===== src/rtl/cfu_ctrl_if.sv =====
// Bundle of execute-stage request, writeback response and CFU issue signals.
// master = cfu_ctrl (initiator towards the CFU), slave = surrounding pipeline/CFU.
interface cfu_ctrl_if;
    logic        flush_i;
    logic        req_valid_i;
    logic        req_ready_o;
    logic [2:0]  req_funct3_i;
    logic [6:0]  req_funct7_i;
    logic [31:0] req_src1_i;
    logic [31:0] req_src2_i;
    logic [4:0]  req_rd_i;
    logic        rsp_valid_o;
    logic        rsp_ready_i;
    logic [31:0] rsp_data_o;
    logic [4:0]  rsp_rd_o;
    logic        rsp_err_o;
    logic        cfu_en_o;
    logic [2:0]  cfu_funct3_o;
    logic [6:0]  cfu_funct7_o;
    logic [31:0] cfu_src1_o;
    logic [31:0] cfu_src2_o;
    logic        cfu_stall_i;
    logic [31:0] cfu_rslt_i;

    modport master (
        input  flush_i, req_valid_i, req_funct3_i, req_funct7_i, req_src1_i,
               req_src2_i, req_rd_i, rsp_ready_i, cfu_stall_i, cfu_rslt_i,
        output req_ready_o, rsp_valid_o, rsp_data_o, rsp_rd_o, rsp_err_o,
               cfu_en_o, cfu_funct3_o, cfu_funct7_o, cfu_src1_o, cfu_src2_o
    );

    modport slave (
        output flush_i, req_valid_i, req_funct3_i, req_funct7_i, req_src1_i,
               req_src2_i, req_rd_i, rsp_ready_i, cfu_stall_i, cfu_rslt_i,
        input  req_ready_o, rsp_valid_o, rsp_data_o, rsp_rd_o, rsp_err_o,
               cfu_en_o, cfu_funct3_o, cfu_funct7_o, cfu_src1_o, cfu_src2_o
    );
endinterface


===== src/rtl/cfu_ctrl.sv =====
// CPU-side CFU controller: issue one custom-0 op, wait out stall, return result.
// Optional stall timeout abort enabled by defining CFU_TIMEOUT_EN.
//
// state  | meaning
// IDLE   | ready for a new request, operand outputs zero
// ISSUE  | cfu_en pulse with latched operands
// WAIT   | holding operands until CFU stall drops (or timeout)
// RESP   | result presented to writeback until accepted or flushed
module cfu_ctrl #(
    parameter int unsigned TIMEOUT_CYCLES = 1024
) (
    input  logic       clk_i,
    input  logic       rst_ni,
    cfu_ctrl_if.master bus
);
    typedef enum logic [1:0] {
        S_IDLE  = 2'd0,
        S_ISSUE = 2'd1,
        S_WAIT  = 2'd2,
        S_RESP  = 2'd3
    } state_t;

    state_t      state_q;
    logic        req_ready_q;
    logic        rsp_valid_q;
    logic        rsp_err_q;
    logic        cfu_en_q;
    logic        cancel_q;
    logic [31:0] rsp_data_q;
    logic [4:0]  rd_q;
    logic [2:0]  funct3_q;
    logic [6:0]  funct7_q;
    logic [31:0] src1_q;
    logic [31:0] src2_q;

    logic accept;
    logic drop;
    logic timeout_hit;

    assign accept = (state_q == S_IDLE) && req_ready_q && bus.req_valid_i && !bus.flush_i;
    assign drop   = cancel_q || bus.flush_i;

`ifdef CFU_TIMEOUT_EN
    localparam int unsigned CNT_W = $clog2(TIMEOUT_CYCLES + 1);
    localparam logic [CNT_W-1:0] CNT_LAST = CNT_W'(TIMEOUT_CYCLES - 1);

    logic [CNT_W-1:0] stall_cnt_q;

    // Hit on the stall cycle that brings the count up to TIMEOUT_CYCLES.
    assign timeout_hit = (state_q == S_WAIT) && bus.cfu_stall_i && (stall_cnt_q == CNT_LAST);

    always_ff @(posedge clk_i or negedge rst_ni) begin
        if (!rst_ni) begin
            stall_cnt_q <= '0;
        end else if (accept) begin
            stall_cnt_q <= '0;
        end else if ((state_q == S_WAIT) && bus.cfu_stall_i) begin
            stall_cnt_q <= stall_cnt_q + 1'b1;
        end
    end
`else
    logic unused_timeout_cfg;

    assign unused_timeout_cfg = (TIMEOUT_CYCLES != 0);
    assign timeout_hit        = 1'b0;
`endif

    always_ff @(posedge clk_i or negedge rst_ni) begin
        if (!rst_ni) begin
            state_q     <= S_IDLE;
            req_ready_q <= 1'b0;
            rsp_valid_q <= 1'b0;
            rsp_err_q   <= 1'b0;
            cfu_en_q    <= 1'b0;
            cancel_q    <= 1'b0;
            rsp_data_q  <= '0;
            rd_q        <= '0;
            funct3_q    <= '0;
            funct7_q    <= '0;
            src1_q      <= '0;
            src2_q      <= '0;
        end else begin
            cfu_en_q <= 1'b0;
            unique case (state_q)
                S_IDLE: begin
                    req_ready_q <= 1'b1;
                    if (accept) begin
                        state_q     <= S_ISSUE;
                        req_ready_q <= 1'b0;
                        cfu_en_q    <= 1'b1;
                        cancel_q    <= 1'b0;
                        funct3_q    <= bus.req_funct3_i;
                        funct7_q    <= bus.req_funct7_i;
                        src1_q      <= bus.req_src1_i;
                        src2_q      <= bus.req_src2_i;
                        rd_q        <= bus.req_rd_i;
                    end
                end
                S_ISSUE: begin
                    state_q <= S_WAIT;
                    if (bus.flush_i) cancel_q <= 1'b1;
                end
                S_WAIT: begin
                    if (bus.flush_i) cancel_q <= 1'b1;
                    if (!bus.cfu_stall_i || timeout_hit) begin
                        if (drop) begin
                            // Cancelled op ran to completion; its result is discarded.
                            state_q     <= S_IDLE;
                            req_ready_q <= 1'b1;
                            cancel_q    <= 1'b0;
                            funct3_q    <= '0;
                            funct7_q    <= '0;
                            src1_q      <= '0;
                            src2_q      <= '0;
                        end else begin
                            state_q     <= S_RESP;
                            rsp_valid_q <= 1'b1;
                            rsp_err_q   <= timeout_hit;
                            rsp_data_q  <= timeout_hit ? 32'hDEAD_BEEF : bus.cfu_rslt_i;
                        end
                    end
                end
                S_RESP: begin
                    if (bus.rsp_ready_i || bus.flush_i) begin
                        state_q     <= S_IDLE;
                        rsp_valid_q <= 1'b0;
                        req_ready_q <= 1'b1;
                        cancel_q    <= 1'b0;
                        funct3_q    <= '0;
                        funct7_q    <= '0;
                        src1_q      <= '0;
                        src2_q      <= '0;
                    end
                end
                default: begin
                    state_q <= S_IDLE;
                end
            endcase
        end
    end

    assign bus.req_ready_o  = req_ready_q;
    assign bus.rsp_valid_o  = rsp_valid_q;
    assign bus.rsp_data_o   = rsp_data_q;
    assign bus.rsp_rd_o     = rd_q;
    assign bus.rsp_err_o    = rsp_err_q;
    assign bus.cfu_en_o     = cfu_en_q;
    assign bus.cfu_funct3_o = funct3_q;
    assign bus.cfu_funct7_o = funct7_q;
    assign bus.cfu_src1_o   = src1_q;
    assign bus.cfu_src2_o   = src2_q;
endmodule


===== src/flat_wrapper.sv =====
// flat-port wrapper written by rule: the top's interface ports become plain ports
module cfu_ctrl_flat 
#(
    parameter int unsigned TIMEOUT_CYCLES = 1024
)
  (clk_i, rst_ni, bus_flush_i, bus_req_valid_i, bus_req_funct3_i, bus_req_funct7_i, bus_req_src1_i, bus_req_src2_i, bus_req_rd_i, bus_rsp_ready_i, bus_cfu_stall_i, bus_cfu_rslt_i, bus_req_ready_o, bus_rsp_valid_o, bus_rsp_data_o, bus_rsp_rd_o, bus_rsp_err_o, bus_cfu_en_o, bus_cfu_funct3_o, bus_cfu_funct7_o, bus_cfu_src1_o, bus_cfu_src2_o);
  cfu_ctrl_if bus_i ();
  input  logic clk_i;
  input  logic rst_ni;
  input wire logic [$bits(bus_i.flush_i)-1:0] bus_flush_i;
  input wire logic [$bits(bus_i.req_valid_i)-1:0] bus_req_valid_i;
  input wire logic [$bits(bus_i.req_funct3_i)-1:0] bus_req_funct3_i;
  input wire logic [$bits(bus_i.req_funct7_i)-1:0] bus_req_funct7_i;
  input wire logic [$bits(bus_i.req_src1_i)-1:0] bus_req_src1_i;
  input wire logic [$bits(bus_i.req_src2_i)-1:0] bus_req_src2_i;
  input wire logic [$bits(bus_i.req_rd_i)-1:0] bus_req_rd_i;
  input wire logic [$bits(bus_i.rsp_ready_i)-1:0] bus_rsp_ready_i;
  input wire logic [$bits(bus_i.cfu_stall_i)-1:0] bus_cfu_stall_i;
  input wire logic [$bits(bus_i.cfu_rslt_i)-1:0] bus_cfu_rslt_i;
  output wire logic [$bits(bus_i.req_ready_o)-1:0] bus_req_ready_o;
  output wire logic [$bits(bus_i.rsp_valid_o)-1:0] bus_rsp_valid_o;
  output wire logic [$bits(bus_i.rsp_data_o)-1:0] bus_rsp_data_o;
  output wire logic [$bits(bus_i.rsp_rd_o)-1:0] bus_rsp_rd_o;
  output wire logic [$bits(bus_i.rsp_err_o)-1:0] bus_rsp_err_o;
  output wire logic [$bits(bus_i.cfu_en_o)-1:0] bus_cfu_en_o;
  output wire logic [$bits(bus_i.cfu_funct3_o)-1:0] bus_cfu_funct3_o;
  output wire logic [$bits(bus_i.cfu_funct7_o)-1:0] bus_cfu_funct7_o;
  output wire logic [$bits(bus_i.cfu_src1_o)-1:0] bus_cfu_src1_o;
  output wire logic [$bits(bus_i.cfu_src2_o)-1:0] bus_cfu_src2_o;
  assign bus_i.flush_i = bus_flush_i;
  assign bus_i.req_valid_i = bus_req_valid_i;
  assign bus_i.req_funct3_i = bus_req_funct3_i;
  assign bus_i.req_funct7_i = bus_req_funct7_i;
  assign bus_i.req_src1_i = bus_req_src1_i;
  assign bus_i.req_src2_i = bus_req_src2_i;
  assign bus_i.req_rd_i = bus_req_rd_i;
  assign bus_i.rsp_ready_i = bus_rsp_ready_i;
  assign bus_i.cfu_stall_i = bus_cfu_stall_i;
  assign bus_i.cfu_rslt_i = bus_cfu_rslt_i;
  assign bus_req_ready_o = bus_i.req_ready_o;
  assign bus_rsp_valid_o = bus_i.rsp_valid_o;
  assign bus_rsp_data_o = bus_i.rsp_data_o;
  assign bus_rsp_rd_o = bus_i.rsp_rd_o;
  assign bus_rsp_err_o = bus_i.rsp_err_o;
  assign bus_cfu_en_o = bus_i.cfu_en_o;
  assign bus_cfu_funct3_o = bus_i.cfu_funct3_o;
  assign bus_cfu_funct7_o = bus_i.cfu_funct7_o;
  assign bus_cfu_src1_o = bus_i.cfu_src1_o;
  assign bus_cfu_src2_o = bus_i.cfu_src2_o;
  cfu_ctrl #(.TIMEOUT_CYCLES(TIMEOUT_CYCLES)) u_core (.clk_i(clk_i), .rst_ni(rst_ni), .bus(bus_i));
endmodule

===== config.mk =====
export PLATFORM = sky130hd
export DESIGN_NAME = cfu_ctrl_flat
export DESIGN_NICKNAME = d
export VERILOG_FILES = /design/src/rtl/cfu_ctrl_if.sv /design/src/rtl/cfu_ctrl.sv /design/src/flat_wrapper.sv
export SDC_FILE = /design/constraint.sdc
export NUM_CORES = 1
export LEC_CHECK = 0
export BUFFER_PORTS_ARGS = -buffer_cell sky130_fd_sc_hd__buf_4
export CAP_MARGIN = 0
export CORE_AREA = 8 8 116 118
export CTS_CLUSTER_SIZE = 16
export DETAILED_ROUTE_END_ITERATION = 10
export DIE_AREA = 0 0 124 126
export PLACE_DENSITY = 0.76
export SYNTH_ARGS = -nofsm -noshare
export SYNTH_HDL_FRONTEND = slang
export SYNTH_SLANG_ARGS = --single-unit

===== constraint.sdc =====
create_clock -name clk_i -period 3.3 [get_ports clk_i]
set_clock_uncertainty 0.2 [all_clocks]
set_input_delay 0.66 -clock clk_i [delete_from_list [all_inputs] [get_ports clk_i]]
set_output_delay 0.66 -clock clk_i [all_outputs]
set_load 0.005 [all_outputs]

### Word-level counts from Yosys, hierarchy flattened

Cells that the tools add are included.

* bits in registers: 117
* bits of input ports: 117
* output and inout bits: 115
* logic and storage cells: 75

* equality and inequality tests: 8
* multiplexer cells: 38
* bitwise logic cells: 2
* reductions and logical operators: 16

Operator list (count)
* $pmux W32 S3: 2
* $mux W32: 5
* $mux W7: 4
* $pmux W7 S3: 1
* $mux W1: 13
* $mux W3: 4
* $pmux W3 S3: 1
* $mux W2: 4
* $pmux W2 S4: 1
* $reduce_and A4 Y1: 2
* $ne A2 B1 Y1 const B: 3
* $reduce_and A3 Y1: 2
* $reduce_and A5 Y1: 1
* $eq A2 B2 Y1 const B: 2
* $ne A2 B2 Y1 const B: 2
* $pmux W1 S4: 1
* $reduce_and A2 Y1: 2
* $logic_and A1 B1 Y1: 3
* $pmux W1 S3: 1
* $reduce_bool A3 Y1: 1
* $eq A2 B1 Y1 const B: 1
* $logic_not A2 Y1: 1
* $logic_or A1 B1 Y1: 2
* $not A1 Y1: 2
* other kinds (3): 3

### Longest topological paths before layout

* word-level depth: 6
* gate-level depth with buffers: 8
* depth with buffers taken out: 6

### Least setup slack after synthesis

Ideal clock, no wire load.

* path type: register to register
* start point: register u_core.state_q[1]
* end point: register u_core.src1_q[12] (netlist: u_core.bus.cfu_src1_o[12])
* setup time: 128 ps
* arrival: 2062 ps
* required time: 2972 ps
* slack: 911 ps
* cell stages (with the launch flop): 9
* path buffers: 3
* clock period less this slack: 2389 ps
* cells stage by stage: dfrtp_1 clkbuf_1 inv_1 ha_1 a221oi_4 nand2_1 buf_6 buf_6 mux2_1

* cells in the longest elaborated chain, start to end: 6
* elaborated cells between the ends (all ways): 13
* those cells by class: eq/ne (6); mux (1); reduce/logical (6)

Ends and longest elaborated chain
* start, declared: RTL line cfu_ctrl.sv:23 `state_t state_q;`
* start signal, assigned: RTL line cfu_ctrl.sv:70 `state_q <= S_IDLE;`
* start signal, assigned: RTL line cfu_ctrl.sv:88 `state_q <= S_ISSUE;`
* start signal, assigned: RTL line cfu_ctrl.sv:100 `state_q <= S_WAIT;`
* $logic_not A2 Y1: RTL line cfu_ctrl.sv:40, cfu_ctrl.sv:84
* $logic_and A1 B1 Y1 (3 in a row): RTL line cfu_ctrl.sv:40 `assign accept = (state_q == S_IDLE) && req_ready_q && bus.req_valid_i && !bus.flush_i;`
* $ne A2 B1 Y1 (no line)
* $reduce_and A5 Y1 (no line)
* end signal, assigned: RTL line cfu_ctrl.sv:94 `src1_q <= bus.req_src1_i;`
* end, declared: RTL line cfu_ctrl.sv:33 `logic [31:0] src1_q;`

Several ways; a longest one is shown, not always the timed one.
A chain may end at the register's enable or synchronous reset.

### Final worst setup path

* start point: register u_core.state_q[0]
* end point: register u_core.src1_q[26] (netlist: u_core.bus.cfu_src1_o[26])

The elaborated chain is that of the path after synthesis.

==> impl_results.md <==
- Critical path depth: 7
- Final nets: roughly 740
- Mapped Nets: 500
- Core area: roughly 0.012 mm2
- Area growth from synthesis to layout: 48.8%
- Clock sinks: around 120
- Initial Utilization: 0.433
- Crit start category: flip-flop
- Synth area leaders: dfrtp_1 (58%), mux2_1 (22%), nor2b_1 (8.0%)
- Num rows: 40
- Leading register cell type out of synthesis: dfrtp_1
- Tcrit/Tclk final: 0.791
- CTS Buf Count: 17
- Cts hold-fix bufs: 0
- Peak supply drop: about 0.00067 V
- Yosys synthesis warning count: 0
- GR Util All Layers: 0.178
- Iter 0 DRT Violations: approximately 160
- Root Driver: clkbuf_16
- CTS tree: built
- Max Cap Violations: 0
- # diodes: 0
- Status: finished, final reports clean
- Critical path arrival: between 2 and 3 ns
- Hpwl dp: between 10,000 and 15,000 um
- Largest net degree at the start of global routing: 75
- Met1 Use GR: 0.199
- First-pass GRT wire length: 21,600 um
- Share of the synthesized area in the top cell type: 0.578
- Buf/Inv on CP: 2
- Via count: 3,694
- Full die area: 0.0156 mm2
- Resize count post-CTS: 0
- Final Hold Fails: 0
- Hold WC Path Type: input port to async pin
- Io pins: 232
- GRT Max-Usage Layer: met2
- R2R cell count: 7
- Dpl ws: 0.709 ns
- Top delay family on crit path: simple AND/OR/NAND/NOR gates
- PwrDens: just under 1000 mW/mm2
- Slew margin rel.: 0.578
- Worst hold margin: 0.0478 ns
- Layout cell share with drive strength beyond 1: 0.435
- Die Ht: 126 um
- Leakage power: a little under 0.004 uW
- Initial DRT Pass Iterations: 4
- CP Class: flip-flop to flip-flop
- Register bit total from synthesis: between 100 and 150
- Vias in the first global route: about 4k
- Fill count: just over 900
- Avg Inst Size Synth: between 10 and 15 um2
- Max-slew violations: 0
- Slowest CP cell: dfrtp_1
- Input/output buffers: 230
- Initial antenna violation count: 0
- Detailed-route wire length per cell: approximately 18 um
- GR Util met2: 0.298
- Clk_lat worst skew: slightly above 0.4 ns
- Mapped Cells: ~380
- Drt total wl: around 14,000 um
- Max stage delay on crit path: between 0.4 and 0.5 ns
- Setup Total Neg Slack: 0 ns
- Post-DRT Antenna Nets: 0
- Ys async rst share: 1.00
- Met3 GRT Util: 0.0652
- Number of synthesized flops with an enable pin: 0
- CP cell instances: inv_1 -> ha_1 -> nor3b_1 -> nor2_1 -> nand2_4 -> buf_12 -> mux2_1
- Crit Path Max Fanout: 74
- Least-Margin Pin Slew: 0.630 ns
- Crit end category: flip-flop
- H-Tree Level Count: 4
- Mapped cell area: roughly 0.005 mm2
- CTS max path bufs: 2
- Sequential area share after synthesis: 0.578
- Final setup violation count: 0
- DRC Markers: 0
- Library cells used by synthesis: 25
- Final worst slack: around 0.7 ns
- Overall die width: roughly 120 um
- Vias per inst: about 4.8
- Final Util: 0.644
- Tot Pwr: approximately 7400 uW
- Max Fclk: between 0.3 and 0.4 GHz
- Cell taking the most area after synthesis: dfrtp_1
- GRT overflow: 0
- Data required, critical path: 3.38 ns
- Final GP Congestion: between 0.7 and 0.8
- Post-route minimum period: 2.61 ns
- Setup bufs post-CTS: 0
- RSZ-0062 raised after global routing: false
- Worst-path clk slew: around 0.05 ns
-- flip-flops by register name, indices dropped and copies added (netlist names), 2 cells and up --
signal                   cells
u_core.bus.cfu_funct7_o      7
u_core.bus.rsp_rd_o          5
u_core.bus.cfu_src2_o       32
u_core.bus.rsp_data_o       32
u_core.state_q               2
u_core.bus.cfu_src1_o       32
u_core.bus.cfu_funct3_o      3
-- cells in the final DEF (no fill, tap or decap) --
cell        count
o21ai_0         4
clkbuf_1        1
nor3b_1         2
a21o_1          1
bufinv_16       4
a31oi_1         1
a221oi_4        1
mux2i_1         9
or3b_1          1
inv_1          12
a21oi_1         4
clkbuf_16      17
nor2b_1        65
buf_12          2
ha_1            6
buf_4         234
nand2_1        25
clkbuf_8        1
clkinv_2        4
nor3_1          1
o21a_1          1
conb_1          1
clkinv_4        3
nand4b_1        1
mux2_1         99
nand3b_4        1
dfrtp_2         1
clkinvlp_4      2
nor2_2          1
nand2_4         1
nor2_1          4
dfrtp_1       116
-- cell type report --
cell class / instances / area [um2] / area share
Sequential cell: 117 / 2930 / 0.388
Multi-Input combinational cell: 229 / 1960 / 0.260
Timing Repair Buffer: 236 / 1800 / 0.238
Clock buffer: 19 / 443 / 0.0587
Tap cell: 147 / 184 / 0.0244
Clock inverter: 13 / 181 / 0.0241
Inverter: 12 / 45.0 / 0.00597
-- metrics by stage --
stage               cell area (um2)  std cells
finish                         7540        773
global route                   7540        773
CTS                            7540        773
detailed placement             6920        741
global placement               6920        741
floorplan                      5070        377
-- worst reg2reg max path: cells and delay by family (launching register included) --
kind,cells,cell delay (ns)
mux,1,0.45
fa+ha+maj,1,0.36
simple gates,3,0.58
flops,1,0.43
buf+inv,2,0.48
-- kinds of logic (layout without fill, tap and decap cells) --
kind of cell	after synthesis	after routing	share of synthesized area
buffers and inverters	31	280	0.0365
AOI/OAI and AO/OA	12	12	0.0173
adders and majority gates	6	6	0.0148
other	1	1	0.000740
muxes	108	108	0.238
DFF	117	117	0.578
and+or+nand+nor	102	102	0.115
-- layer usage --
layer  part of all wire  wire length (um)  up-vias
met5                  0                 0        -
met4              0.019               260        0
met3              0.093              1270       19
met2               0.51              6990      141
met1               0.37              5100     1804
li1                   -                 -     1730
-- synthesized netlist by cell type (2+ instances only) --
| cell type | n |
|---|---|
| nor2_1 | 4 |
| o21ai_0 | 4 |
| ha_1 | 6 |
| nand2_1 | 26 |
| dfrtp_1 | 117 |
| mux2_1 | 99 |
| buf_6 | 7 |
| mux2i_1 | 9 |
| clkbuf_1 | 7 |
| nor2b_1 | 65 |
| inv_1 | 12 |
| nor3b_1 | 2 |
| a21oi_1 | 4 |
| buf_4 | 4 |
-- final timing paths --
| path | start | end | slack, ns |
|---|---|---|---|
| min reg2reg | u_core.bus.rsp_rd_o[1] | u_core.bus.rsp_rd_o[1] | 0.29 |
| max | u_core.state_q[0] | u_core.bus.cfu_src1_o[26] | 0.69 |
| max reg2reg | u_core.state_q[0] | u_core.bus.cfu_src1_o[26] | 0.69 |
| min in group clk_i | bus_req_rd_i[2] | u_core.bus.rsp_rd_o[2] | 0.25 |
| max in group asynchronous | rst_ni | u_core.state_q[1] | 2.10 |
| min | rst_ni | u_core.bus.cfu_src1_o[28] | 0.05 |
-- power by group --
part | switching, uW | internal, uW | leakage, uW
sequential | 373 | 2110 | 0.00146
clock | 651 | 1280 | 0.000303
combinational | 1320 | 1680 | 0.00208
total | 2350 | 5070 | 0.00384
Note: power is estimated with default switching activity, not from simulation.
